## config.mk

```make
export PLATFORM = sky130hd
export DESIGN_NAME = gb_intctl_flat
export DESIGN_NICKNAME = d
export VERILOG_FILES = /design/src/rtl/gb_intctl_if.sv /design/src/rtl/gb_intctl.sv /design/src/flat_wrapper.sv
export SDC_FILE = /design/constraint.sdc
export NUM_CORES = 1
export LEC_CHECK = 0
export ABC_AREA = 1
export BUFFER_PORTS_ARGS = -buffer_cell sky130_fd_sc_hd__buf_2
export CAP_MARGIN = 20
export CORE_ASPECT_RATIO = 0.5
export CORE_MARGIN = 2
export CORE_UTILIZATION = 30
export CTS_CLUSTER_DIAMETER = 150
export DETAILED_ROUTE_END_ITERATION = 12
export SYNTH_ARGS = -nofsm -noshare
export SYNTH_HDL_FRONTEND = slang
export SYNTH_SLANG_ARGS = --single-unit
export TNS_END_PERCENT = 20
```

## constraint.sdc

```tcl
create_clock -name clock -period 2.4 [get_ports clock]
set_clock_uncertainty 0.15 [all_clocks]
set_input_delay 0.48 -clock clock [delete_from_list [all_inputs] [get_ports clock]]
set_output_delay 0.48 -clock clock [all_outputs]
set_load 0.01 [all_outputs]
```

## src/rtl/gb_intctl_if.sv

```systemverilog
// Bus bundle between the CPU/peripherals and the interrupt controller:
// register access, request lines and the CPU interrupt handshake.
interface gb_intctl_if;
  logic [15:0] address;
  logic [7:0]  wdata;
  logic        load;
  logic        store;
  logic [7:0]  rdata;
  logic        cs;
  logic [4:0]  irq_src;
  logic        intreq;
  logic [15:0] intaddress;
  logic        intack;

  modport master (
    output address, wdata, load, store, irq_src, intack,
    input  rdata, cs, intreq, intaddress
  );

  modport slave (
    input  address, wdata, load, store, irq_src, intack,
    output rdata, cs, intreq, intaddress
  );
endinterface

```

## src/rtl/gb_intctl.sv

```systemverilog
// Game Boy style interrupt controller: IF/IE registers, rising-edge capture of
// peripheral requests, fixed-priority vector generation and acknowledge clearing.
module gb_intctl (
  input  logic         clock,
  input  logic         resetn,
  gb_intctl_if.slave   bus
);

  localparam logic [15:0] ADDR_IF = 16'hFF0F;
  localparam logic [15:0] ADDR_IE = 16'hFFFF;

  logic [4:0] if_q, if_d;
  logic [7:0] ie_q, ie_d;
  logic [4:0] src_q;
  logic       ack_q;

  logic [4:0] rise;
  logic       ack_rise;
  logic [4:0] pend;
  logic [2:0] sel;
  logic [4:0] ack_clr;
  logic       hit_if, hit_ie;
  logic       wr_if, wr_ie;
  logic       unused_load;

  // Reads are purely address-decoded; the read strobe has no effect here.
  assign unused_load = bus.load;

  assign hit_if = (bus.address == ADDR_IF);
  assign hit_ie = (bus.address == ADDR_IE);
  assign wr_if  = bus.store && hit_if;
  assign wr_ie  = bus.store && hit_ie;

  assign rise     = bus.irq_src & ~src_q;
  assign ack_rise = bus.intack & ~ack_q;
  assign pend     = if_q & ie_q[4:0];

  // Lowest pending bit wins: scan from the top so bit 0 overrides.
  always_comb begin
    sel = 3'd0;
    for (int i = 4; i >= 0; i--) begin
      if (pend[i]) sel = 3'(i);
    end
  end

  assign ack_clr = (ack_rise && (pend != 5'd0)) ? (5'd1 << sel) : 5'd0;

  // A fresh edge is OR-ed in last so it beats both a write and an acknowledge.
  assign if_d = ((wr_if ? bus.wdata[4:0] : if_q) & ~ack_clr) | rise;
  assign ie_d = wr_ie ? bus.wdata : ie_q;

  assign bus.intreq     = (pend != 5'd0);
  assign bus.intaddress = bus.intreq ? (16'h0040 + {10'd0, sel, 3'd0}) : 16'h0000;
  assign bus.cs         = hit_if || hit_ie;
  assign bus.rdata      = hit_if ? {3'b111, if_q} :
                          hit_ie ? ie_q : 8'hFF;

  // Source history resets to all-ones so lines already high at release stay quiet.
  always_ff @(posedge clock or negedge resetn) begin
    if (!resetn) begin
      if_q  <= 5'd0;
      ie_q  <= 8'd0;
      src_q <= 5'h1F;
      ack_q <= 1'b0;
    end else begin
      if_q  <= if_d;
      ie_q  <= ie_d;
      src_q <= bus.irq_src;
      ack_q <= bus.intack;
    end
  end

endmodule
```

## src/flat_wrapper.sv

```systemverilog
// flat-port wrapper written by rule: the top's interface ports become plain ports
module gb_intctl_flat 
  (clock, resetn, bus_address, bus_wdata, bus_load, bus_store, bus_irq_src, bus_intack, bus_rdata, bus_cs, bus_intreq, bus_intaddress);
  gb_intctl_if bus_i ();
  input  logic clock;
  input  logic resetn;
  input wire logic [$bits(bus_i.address)-1:0] bus_address;
  input wire logic [$bits(bus_i.wdata)-1:0] bus_wdata;
  input wire logic [$bits(bus_i.load)-1:0] bus_load;
  input wire logic [$bits(bus_i.store)-1:0] bus_store;
  input wire logic [$bits(bus_i.irq_src)-1:0] bus_irq_src;
  input wire logic [$bits(bus_i.intack)-1:0] bus_intack;
  output wire logic [$bits(bus_i.rdata)-1:0] bus_rdata;
  output wire logic [$bits(bus_i.cs)-1:0] bus_cs;
  output wire logic [$bits(bus_i.intreq)-1:0] bus_intreq;
  output wire logic [$bits(bus_i.intaddress)-1:0] bus_intaddress;
  assign bus_i.address = bus_address;
  assign bus_i.wdata = bus_wdata;
  assign bus_i.load = bus_load;
  assign bus_i.store = bus_store;
  assign bus_i.irq_src = bus_irq_src;
  assign bus_i.intack = bus_intack;
  assign bus_rdata = bus_i.rdata;
  assign bus_cs = bus_i.cs;
  assign bus_intreq = bus_i.intreq;
  assign bus_intaddress = bus_i.intaddress;
  gb_intctl u_core (.clock(clock), .resetn(resetn), .bus(bus_i));
endmodule
```

**Word-level counts from Yosys, hierarchy flattened**

Cells that the tools add are included.

- Add/sub/neg operators: 1
- Equal/unequal tests: 2
- Shift-type cells: 1
- Mux-type cells: 10
- Bitwise operators: 8
- Reduce and logical (&&, ||, !) cells: 5

Operators by type and width:

| kind | number |
|---|---|
| 16-bit == test (second input constant) | 2 |
| 16-bit two-way mux | 1 |
| 8-bit two-way mux | 2 |
| 5-bit AND | 3 |
| 3-bit two-way mux | 5 |
| 5-bit two-way mux | 2 |
| 5-bit NOT | 2 |
| 7-bit by 6-bit adder with 8-bit output (first input constant) | 1 |
| 5-bit OR | 1 |
| 5-bit nonzero test | 1 |
| 1-bit by 3-bit left shift with 5-bit output (first input constant) | 1 |
| 1-bit logical AND | 3 |
| 1-bit AND | 1 |
| 1-bit logical OR | 1 |
| 1-bit NOT | 1 |

- Register bits after elaboration: 19
- Input bits: 34
- Output and inout bits: 26
- Logic and storage cells: 31

**Depth between registers and ports, before layout**

- Word-level depth: 11
- Mapped depth: 9
- Depth with buffers taken out: 8

**Worst setup path before layout**

OpenSTA, ideal clock, no wires.

- Kind: input -> output
- Start: input port bus_address[15]
- End: output port bus_rdata[0]
- Arrival time: 1.261 ns
- Data required time: 1.770 ns
- Path slack: 0.509 ns
- Cell stages on the path: 8
- Buffers on the path: 1
- Cell sequence: nand2_1 > inv_1 > nand2_2 > nor2_4 > buf_6 > nand2_4 > nand2_1 > o21ai_1

- Cells in the longest elaborated chain, start to end: 3
- Elaborated cells between the ends (all ways): 4
- Classes of those cells: eq/ne (2); mux (2)

RTL lines:

| item | RTL line | source |
|---|---|---|
| start, declared | flat_wrapper.sv:7 | `input wire logic [$bits(bus_i.address)-1:0] bus_address;` |
| 16-bit == test | gb_intctl.sv:30 | `assign hit_ie = (bus.address == ADDR_IE);` |
| 8-bit two-way mux | gb_intctl.sv:56 | `hit_ie ? ie_q : 8'hFF;` |
| 8-bit two-way mux (*) | gb_intctl.sv:55 | `assign bus.rdata = hit_if ? {3'b111, if_q} :` |
| end, declared | flat_wrapper.sv:13 | `output wire logic [$bits(bus_i.rdata)-1:0] bus_rdata;` |

Mark *: on every way between the ends. The rest lies on a longest branch, timed or not.

**Final worst setup path**

Ends and elaborated chain as after synthesis.

==> results.tsv <==
metric	value	unit
outcome	finished, final reports clean	
post-synthesis instance total	160	
Post-synth EDFFs	0	
clk sink count	19	
Worst Reg2Reg Path Length in Cells	6	
slack of the worst reg-to-reg path	1.01	ns
die width	95.8	µm
effective utilization at floorplan	31.9	%
postcts setup bufs	0	
proportion of register bits with asynchronous set or reset after synthesis	100	%
count of nets after finishing	242	
area of combinational cells with multiple inputs	603	µm²
CTS Root Cell	sky130_fd_sc_hd__clkbuf_8	
number of gates resized after CTS	0	
Skew-Pair Late Insertion Delay	0.25	ns
combined flip-flop and latch cell area	482	µm²
largest cells by area after synthesis	sky130_fd_sc_hd__dfrtp_1 28%, sky130_fd_sc_hd__nand2_1 11%, sky130_fd_sc_hd__dfstp_2 10%	
critical path start-end classification	input port to primary output	
capturing element type of the critical path	primary output	
number of buffers inserted for hold repair after clock tree synthesis	0	
fill cell instance count of the final layout	426	
part of the Yosys area used for sequential elements	38.1	%
Final Non-Filler Cells	261	
Chip Height	49.9	µm
cell area after synthesis	1260	µm²
clock-pin slew on the worst setup and hold paths	0.07	ns
Via-to-Cell Ratio	4.38	
power density over the cells	400	nW/µm²
Distinct cells, synth	22	
clock tree from TritonCTS	yes	
layout cells sized above 1	38.2	%
global-route wire length before repair	4280	µm
number of port buffers	46	
reg-to-reg endpoint	u_core.if_q[4]	
area growth from synthesis to layout	21.6	%
post-route setup TNS	0	ns
top_reg_cell synth	sky130_fd_sc_hd__dfrtp_1	
count of final setup violators	0	
detailed placer's ending HPWL	2100	µm
Hold WC Path Type	input port to asynchronous set/reset pin	
top cells by instance count after synthesis	38 x sky130_fd_sc_hd__nand2_1, 24 x sky130_fd_sc_hd__inv_1, 14 x sky130_fd_sc_hd__dfrtp_1	
number of iterations in the first detailed-routing pass	4	
CP Data Required Time	1.77	ns
Core Region	3960	µm²
global-route congestion overflow total	0	
post-synthesis average cell area	7.91	µm²
most instantiated library cell after synthesis	sky130_fd_sc_hd__nand2_1	
synthesized flop and latch total	19	
via total after detailed routing	1142	
max-capacitance violation count	0	
area fraction of the dominant cell type after synthesis	27.7	%
global placement routability congestion	0.950	
Max Fclk	460	MHz
detailed-route wire length per cell	10.2	µm
antenna cell count	0	
Hold WS	0.00766	ns
maximum resistive drop on vdd	0.233	mV
antenna violations before repair	0	
leakage power total	0.901	nW
total global-route track usage	11.5	%
total instance count after detailed placement	257	
full die area	4780	µm²
DRT iter0 DRCs	126	
final period demand of the worst path	2.17	ns
maximum number of pins on one net before global-route repair	20	
I/O pin cnt	60	
kind of start point of the critical path	input port	
final-report max-slew violation count	0	
signal arrival time at the worst endpoint	1.54	ns
period utilisation layout	90.5	%
Warnings, synthesis	0	
DRC violation count after routing	0	
# rows	16	
number of nets with antenna violations after detailed routing	0	
total wire length after detailed routing	2650	µm
H-Tree Depth	1	
top fanout value on the critical path	9	
Bufs on Longest Clock Path	2	
Fin. Hold Viols	0	
Worst R2R Start	u_core.if_q[0]	
cell taking the most area after synthesis	sky130_fd_sc_hd__dfrtp_1	
setup repair after global routing missed its margin	no	
number of global-route vias before repair	1014	
Inserted Clock Buffers	3	
metrics by stage:
stage | utilization (%) | power (mW) | instance area [µm²] | worst slack [ns]
after floorplan | - | 0.377 | 1310 | 0.509
after global placement | 37.6 | 0.401 | 1490 | 0.235
after detailed placement | 37.6 | 0.402 | 1490 | 0.226
after CTS | 38.8 | 0.628 | 1540 | 0.221
after global routing | 38.8 | 0.647 | 1540 | 0.0968
final | 38.8 | 0.615 | 1540 | 0.228
state kept, by name, summed over array words and instances, names as in the netlist:
signal / flops
u_core.ie_q: 8
u_core.ack_q: 1
u_core.src_q: 5
u_core.if_q: 5
area by class of cell:
class | count | share of cell area [%]
Tap cell | 54 | 4.39
Clock inverter | 1 | 0.325
Inverter | 27 | 6.59
Multi-Input combinational cell | 110 | 39.2
Timing Repair Buffer | 47 | 15.5
Sequential cell | 19 | 31.3
Clock buffer | 3 | 2.69
worst max path at each step:
stage | startpoint | to
after floorplan | bus_address[15] | bus_rdata[0]
after global placement | bus_address[15] | bus_rdata[3]
after detailed placement | bus_address[15] | bus_rdata[6]
after CTS | bus_address[15] | bus_rdata[6]
after global routing | bus_address[5] | bus_rdata[3]
final | bus_address[15] | bus_rdata[0]
cells by family (layout without fill, tap and decap cells):
family          after synthesis  count (layout)  synth area share (%)
simple gates                 79              79                  34.2
other cells                   1              12                 0.296
compound gates               19              19                  9.89
buf+inv                      42              78                  17.5
flops                        19              19                  38.1
layout by cell type, fill, tap and decap left out, drive strengths merged:
cell    count
a21oi       3
buf        47
clkbuf      3
clkinv      1
conb       12
dfrtp      14
dfstp       5
inv        27
nand2      44
nand3      12
nand4       8
nor2       11
nor3        1
o21ai      16
or2         3
critical path: stages:
cell and delay (ns):
sky130_fd_sc_hd__buf_2 0.08, sky130_fd_sc_hd__nand2_1 0.05, sky130_fd_sc_hd__inv_1 0.06, sky130_fd_sc_hd__nand2_2 0.06
sky130_fd_sc_hd__nor2_4 0.32, sky130_fd_sc_hd__nand2_4 0.15, sky130_fd_sc_hd__nand2_1 0.14, sky130_fd_sc_hd__o21ai_1 0.07
sky130_fd_sc_hd__buf_2 0.14
power breakdown:
| part | total, mW | internal [mW] | switching (mW) |
|---|---|---|---|
| logic | 0.0656 | 0.0244 | 0.0411 |
| registers | 0.330 | 0.329 | 0.00139 |
| clock network | 0.219 | 0.115 | 0.104 |
| total | 0.615 | 0.468 | 0.146 |
layer usage:
layer / part of all wire [%] / GRT usage (%) / vias up
met2: 48 / 20.3 / 48
li1: - / - / 574
met5: 0 / 0 / -
met1: 44 / 14.3 / 518
met4: 0.72 / 3.10 / 0
met3: 7.2 / 2.29 / 2
(Power assumes the default switching activity.)
